==> src/rtl/div_unit.sv <==
// Iterative radix-2 restoring RV32M divider (DIV/DIVU/REM/REMU), one quotient bit per clock.
// Optional feature: define DIV_FLUSH_EN to add a `flush` input that aborts the operation in flight.
module div_unit #(
  parameter int XLEN = 32
) (
  input  logic            clk,
  input  logic            rst_n,
  input  logic            start,
  input  logic [1:0]      op,
  input  logic [XLEN-1:0] rs1_data,
  input  logic [XLEN-1:0] rs2_data,
  input  logic [4:0]      rd_in,
`ifdef DIV_FLUSH_EN
  input  logic            flush,
`endif
  output logic            busy,
  output logic            done,
  output logic            wb_we_n,
  output logic [4:0]      wb_rd,
  output logic [XLEN-1:0] wb_data
);

  localparam int CW = $clog2(XLEN + 1);

  typedef enum logic [1:0] {
    IDLE = 2'd0,
    CALC = 2'd1,
    DONE = 2'd2
  } state_t;

  state_t state_q, state_d;

  logic [XLEN-1:0] quo_q, rem_q, dvsr_q;
  logic [CW-1:0]   count_q;
  logic            neg_q_q, neg_r_q, op_rem_q;
  logic [4:0]      rd_q;
  logic            busy_q, done_q, wb_we_n_q;

  logic            flush_i;
  logic            accept;
  logic            is_signed, a_neg, b_neg, div_zero, overflow;
  logic [XLEN-1:0] a_mag, b_mag;
  logic [XLEN:0]   shifted, diff;
  logic [XLEN-1:0] quo_fix, rem_fix;

`ifdef DIV_FLUSH_EN
  assign flush_i = flush;
`else
  assign flush_i = 1'b0;
`endif

  assign accept    = (state_q == IDLE) && start && !flush_i;
  assign is_signed = ~op[0];
  assign a_neg     = is_signed & rs1_data[XLEN-1];
  assign b_neg     = is_signed & rs2_data[XLEN-1];
  assign a_mag     = a_neg ? -rs1_data : rs1_data;
  assign b_mag     = b_neg ? -rs2_data : rs2_data;
  assign div_zero  = (rs2_data == '0);
  assign overflow  = is_signed && (rs1_data == {1'b1, {(XLEN-1){1'b0}}}) && (rs2_data == '1);

  // One restoring step on the XLEN+1-bit partial remainder so a 2^31 divisor never overflows.
  assign shifted = {rem_q, quo_q[XLEN-1]};
  assign diff    = shifted - {1'b0, dvsr_q};
  assign quo_fix = neg_q_q ? -quo_q : quo_q;
  assign rem_fix = neg_r_q ? -rem_q : rem_q;

  always_ff @(posedge clk or negedge rst_n) begin
    if (!rst_n) state_q <= IDLE;
    else        state_q <= state_d;
  end

  always_comb begin
    state_d = state_q;
    case (state_q)
      IDLE: if (accept) state_d = CALC;
      CALC: begin
        if (flush_i)                      state_d = IDLE;
        else if (count_q == CW'(XLEN))    state_d = DONE;
      end
      DONE:    state_d = IDLE;
      default: state_d = IDLE;
    endcase
  end

  // Special cases preload their final result and skip straight to the last count.
  always_ff @(posedge clk or negedge rst_n) begin
    if (!rst_n) begin
      quo_q    <= '0;
      rem_q    <= '0;
      dvsr_q   <= '0;
      count_q  <= '0;
      neg_q_q  <= 1'b0;
      neg_r_q  <= 1'b0;
      op_rem_q <= 1'b0;
      rd_q     <= '0;
    end else if (accept) begin
      op_rem_q <= op[1];
      rd_q     <= rd_in;
      dvsr_q   <= b_mag;
      if (div_zero) begin
        quo_q   <= '1;
        rem_q   <= rs1_data;
        neg_q_q <= 1'b0;
        neg_r_q <= 1'b0;
        count_q <= CW'(XLEN);
      end else if (overflow) begin
        quo_q   <= {1'b1, {(XLEN-1){1'b0}}};
        rem_q   <= '0;
        neg_q_q <= 1'b0;
        neg_r_q <= 1'b0;
        count_q <= CW'(XLEN);
      end else begin
        quo_q   <= a_mag;
        rem_q   <= '0;
        neg_q_q <= a_neg ^ b_neg;
        neg_r_q <= a_neg;
        count_q <= '0;
      end
    end else if ((state_q == CALC) && (count_q != CW'(XLEN))) begin
      if (!diff[XLEN]) begin
        rem_q <= diff[XLEN-1:0];
        quo_q <= {quo_q[XLEN-2:0], 1'b1};
      end else begin
        rem_q <= shifted[XLEN-1:0];
        quo_q <= {quo_q[XLEN-2:0], 1'b0};
      end
      count_q <= count_q + CW'(1);
    end
  end

  always_ff @(posedge clk or negedge rst_n) begin
    if (!rst_n) begin
      busy_q    <= 1'b0;
      done_q    <= 1'b0;
      wb_we_n_q <= 1'b1;
      wb_rd     <= '0;
      wb_data   <= '0;
    end else begin
      busy_q    <= (state_d != IDLE);
      done_q    <= (state_d == DONE);
      wb_we_n_q <= (state_d != DONE);
      if ((state_q == CALC) && (state_d == DONE)) begin
        wb_rd   <= rd_q;
        wb_data <= op_rem_q ? rem_fix : quo_fix;
      end
    end
  end

  assign busy = busy_q;
  assign done = done_q;
`ifdef DIV_FLUSH_EN
  assign wb_we_n = wb_we_n_q | flush;
`else
  assign wb_we_n = wb_we_n_q;
`endif

endmodule

==> config.mk <==
export PLATFORM = sky130hd
export DESIGN_NAME = div_unit
export DESIGN_NICKNAME = d
export VERILOG_FILES = /design/src/rtl/div_unit.sv
export SDC_FILE = /design/constraint.sdc
export NUM_CORES = 1
export LEC_CHECK = 0
export CORE_MARGIN = 3
export CORE_UTILIZATION = 52
export DETAILED_ROUTE_END_ITERATION = 8
export PLACE_DENSITY = 0.78
export SETUP_SLACK_MARGIN = 0.5
export SYNTH_ARGS = -nofsm -noshare
export SYNTH_HDL_FRONTEND = slang
export SYNTH_SLANG_ARGS = --single-unit
==> constraint.sdc <==
create_clock -name clk -period 4.58 [get_ports clk]
set_clock_uncertainty 0.05 [all_clocks]
set_input_delay 1.145 -clock clk [delete_from_list [all_inputs] [get_ports clk]]
set_output_delay 1.145 -clock clk [all_outputs]
set_load 0.01 [all_outputs]
==> qor.yml <==
drt:
  first_pass_iters: 6
  drc: 0
  post_drt_wl_per_cell_um: 17.4
  post_drt_via_cell_ratio: 5.93
  vias: 10673
  wl_um: 31300
  drtIter0Drc: 1134
  ant_nets: 0
clocking:
  cts_tree: "built"
  clkLatencyLatePin_ns: 0.44
  numCtsBuffers: 17
  htreeDepth: 4
  cts_sinks: 152
  clockBufferDepth: 2
  cts_root_buf: "clkbuf_16"
  clk_pin_slew_ns: 0.07
setup_path:
  regToRegStartpoint: "quo_q[31]"
  crit_arrival_ns: 4.15
  criticalPathCategory: "primary input to flop"
  worstSetupStartpointType: "primary input"
  r2r_setup_slack_ns: 0.91
  startpoint: "rs1_data[8]"
  critPathMaxFanout: 6
  critPathCaptureType: "flop"
  worstPathRequired_ns: 4.80
floorplanning:
  coreArea_mm2: 0.0212
  die_w_um: 153
  die_h_um: 153
  dieArea_mm2: 0.0236
  start_util_pct: 53.3
  ioPinCount: 114
  row_count: 53
yosys:
  syn_area_per_cell_um2: 7.93
  ys_ff_latch: 152
  ys.flop_type: "dfrtp_1"
  syn-cell-area_mm2: 0.0113
  yosysWarnings: 0
  synth_edf_count: 0
  syn_inst: 1427
  synthArstFlopShare_pct: 100
  ys_seq_area_share_pct: 33.6
  syn_nets: 1541
  synthDistinctLibCells: 69
power:
  combPwrFrac_pct: 61.0
  powerDensity_mw_per_mm2: 817
  vdd_drop_max_mv: 0.385
  p_int_mw: 5.66
  p_clk_share_pct: 13.2
  seqPwrFrac_pct: 25.8
  p_switching_mw: 5.29
  leakagePower_nw: 5.67
  switching_share_pct: 48.3
placed_design:
  dp_slack_ns: 0.157
  dp_hpwl_um: 23600
  globalplace.congestion: 0.923
  placed_cells_incl_taps: 1762
  numPortBuffers: 113
sta:
  hold_viol_final: 0
  timing.final.ws_setup_ns: 0.647
  max_freq_ghz: 0.254
  finalSetupViolCount: 0
  finalMaxSlewViolations: 0
  fin_tns_setup_ns: 0
  max_slew_margin_pct: 31.5
  worstMarginPinSlew_ns: 1.03
  timing.final.crit_period_ns: 3.93
  post-route-period-util_pct: 85.9
  grt_setup_unrepaired: "no"
global_routing:
  track_usage_pct: 26.2
  grt_overflow: 0
  grt_max_degree: 96
  grt_pass1_wl_um: 51000
  antenna_found_initial: 0
  grt_pass1_vias: 10130
finish:
  n_fill_cell: 1877
  layout_commonest_cell: "nand2_1"
  area_growth_pct: 18.5
  layout_common_cells: "nand2_1 (235), o21ai_0 (177), dfrtp_1 (151)"
  diodes: 0
  nets: 1626
  stdcell_count: 1800
  drive_gt1_share_pct: 6.23
  postLayoutCoreUtil_pct: 63.2
job:
  max-cap-violations: 0
hold_path:
  hp-start: "wb_data[31]"
  min_path_type: "flop to flop"
status:
  status: "finished clean"
what timing repair did:
| item | in CTS | in global routing |
|---|---|---|
| endpoints found under the hold margin | 0 | 0 |
| buffers inserted | 0 | 6 |
| setup endpoints to repair | 0 | 9 |
| resized for setup | 0 | 3 |
| hold buffers | 0 | 0 |
sequential cells by signal (all words and copies together), names as in the netlist, 2 cells and up:
name     flops
count_q      6
dvsr_q      32
quo_q       32
rd_q         5
rem_q       32
state_q      2
wb_data     32
wb_rd        5
through the flow:
stage / total power, mW / hold WS, ns / instance area, um^2
after detailed placement: 9.40 / 0.412 / 12700
final: 11.0 / 0.423 / 13400
after global placement: 9.25 / 0.401 / 12700
after floorplan: 7.54 / 0.389 / 11300
after CTS: 10.9 / 0.429 / 13300
after global routing: 11.9 / 0.451 / 13400
power groups by stage:
stage | clock, mW | sequential [mW] | combinational (mW)
finish | 1.44 | 2.83 | 6.68
global route | 1.51 | 2.93 | 7.49
CTS | 1.46 | 2.80 | 6.63
detailed placement | 0 | 2.82 | 6.58
global placement | 0 | 2.78 | 6.46
floorplan | 0 | 2.57 | 4.97
path summary, 6_finish.rpt:
check                              end  cells after the start
setup / recovery             quo_q[26]                      9
hold / removal             wb_data[31]                      1
setup reg to reg             rem_q[27]                     12
hold reg to reg            wb_data[31]                      1
max in group asynchronous   dvsr_q[31]                      2
min in group asynchronous   wb_data[4]                      1
critical path: stages:
cell and delay, ns:
clkdlybuf4s50_1 0.50, or4_4 0.57, or3_4 0.40, nor3_4 0.17, nand2_1 0.12, or4_1 0.58
o31ai_1 0.33, xor2_1 0.23, a22oi_1 0.11
cell usage after synthesis, types with 4 or more instances:
cell	number	area, um^2
ha_1	39	488
inv_1	52	195
o21ai_0	177	886
o31ai_1	24	180
nand4_1	15	93.8
a211oi_1	6	45.0
nand2b_1	13	81.3
o21bai_1	4	30.0
nand2_1	236	886
nor2_1	103	387
mux2i_1	23	230
xor2_1	71	622
a311oi_1	8	70.1
a22o_1	4	35.0
and2_1	6	37.5
nor3_1	27	135
and3_1	12	75.1
or3_1	16	100
buf_6	4	45.0
o211ai_1	5	37.5
a21o_1	16	120
o21ai_1	7	35.0
a22oi_1	18	135
a21oi_1	105	526
or4_4	4	45.0
nand3_1	14	70.1
dfrtp_1	151	3780
buf_1	9	33.8
clkbuf_1	66	248
a32oi_1	6	52.6
o41ai_1	15	131
xnor2_1	75	657
nor2b_1	8	50.1
or4_1	12	90.1
a31oi_1	17	106
nor4_1	13	81.3
logic make-up (layout without fill, tap and decap cells):
| group | after synthesis | in the layout | share of synthesized area (%) |
|---|---|---|---|
| AND/OR/NAND/NOR | 501 | 501 | 20.9 |
| AO/OA/AOI/OAI | 431 | 431 | 22.8 |
| flip-flops | 152 | 152 | 33.6 |
| XOR/XNOR | 146 | 146 | 11.3 |
| buffers and inverters | 133 | 231 | 4.70 |
| adder cells (fa/ha/maj) | 40 | 40 | 4.49 |
| multiplexers | 24 | 24 | 2.13 |
layout make-up:
| class | instances | area (um^2) | area share (%) |
|---|---|---|---|
| clock buffers | 17 | 425 | 3.17 |
| clock inverters | 15 | 176 | 1.32 |
| inverters | 52 | 195 | 1.46 |
| multi-input cells | 1142 | 7000 | 52.2 |
| flip-flops and latches | 152 | 3800 | 28.4 |
| well taps | 275 | 344 | 2.57 |
| repair buffers | 147 | 1460 | 10.9 |
layer usage:
metal	wire length, um	share of wire [%]	GRT usage, %	up-vias
met5	0	0	0	-
met1	13600	43	36.5	4965
met4	864	2.8	9.71	0
li1	-	-	-	5221
met2	14400	46	42.1	420
met3	2440	7.8	3.38	67
(Power assumes the default switching activity.)
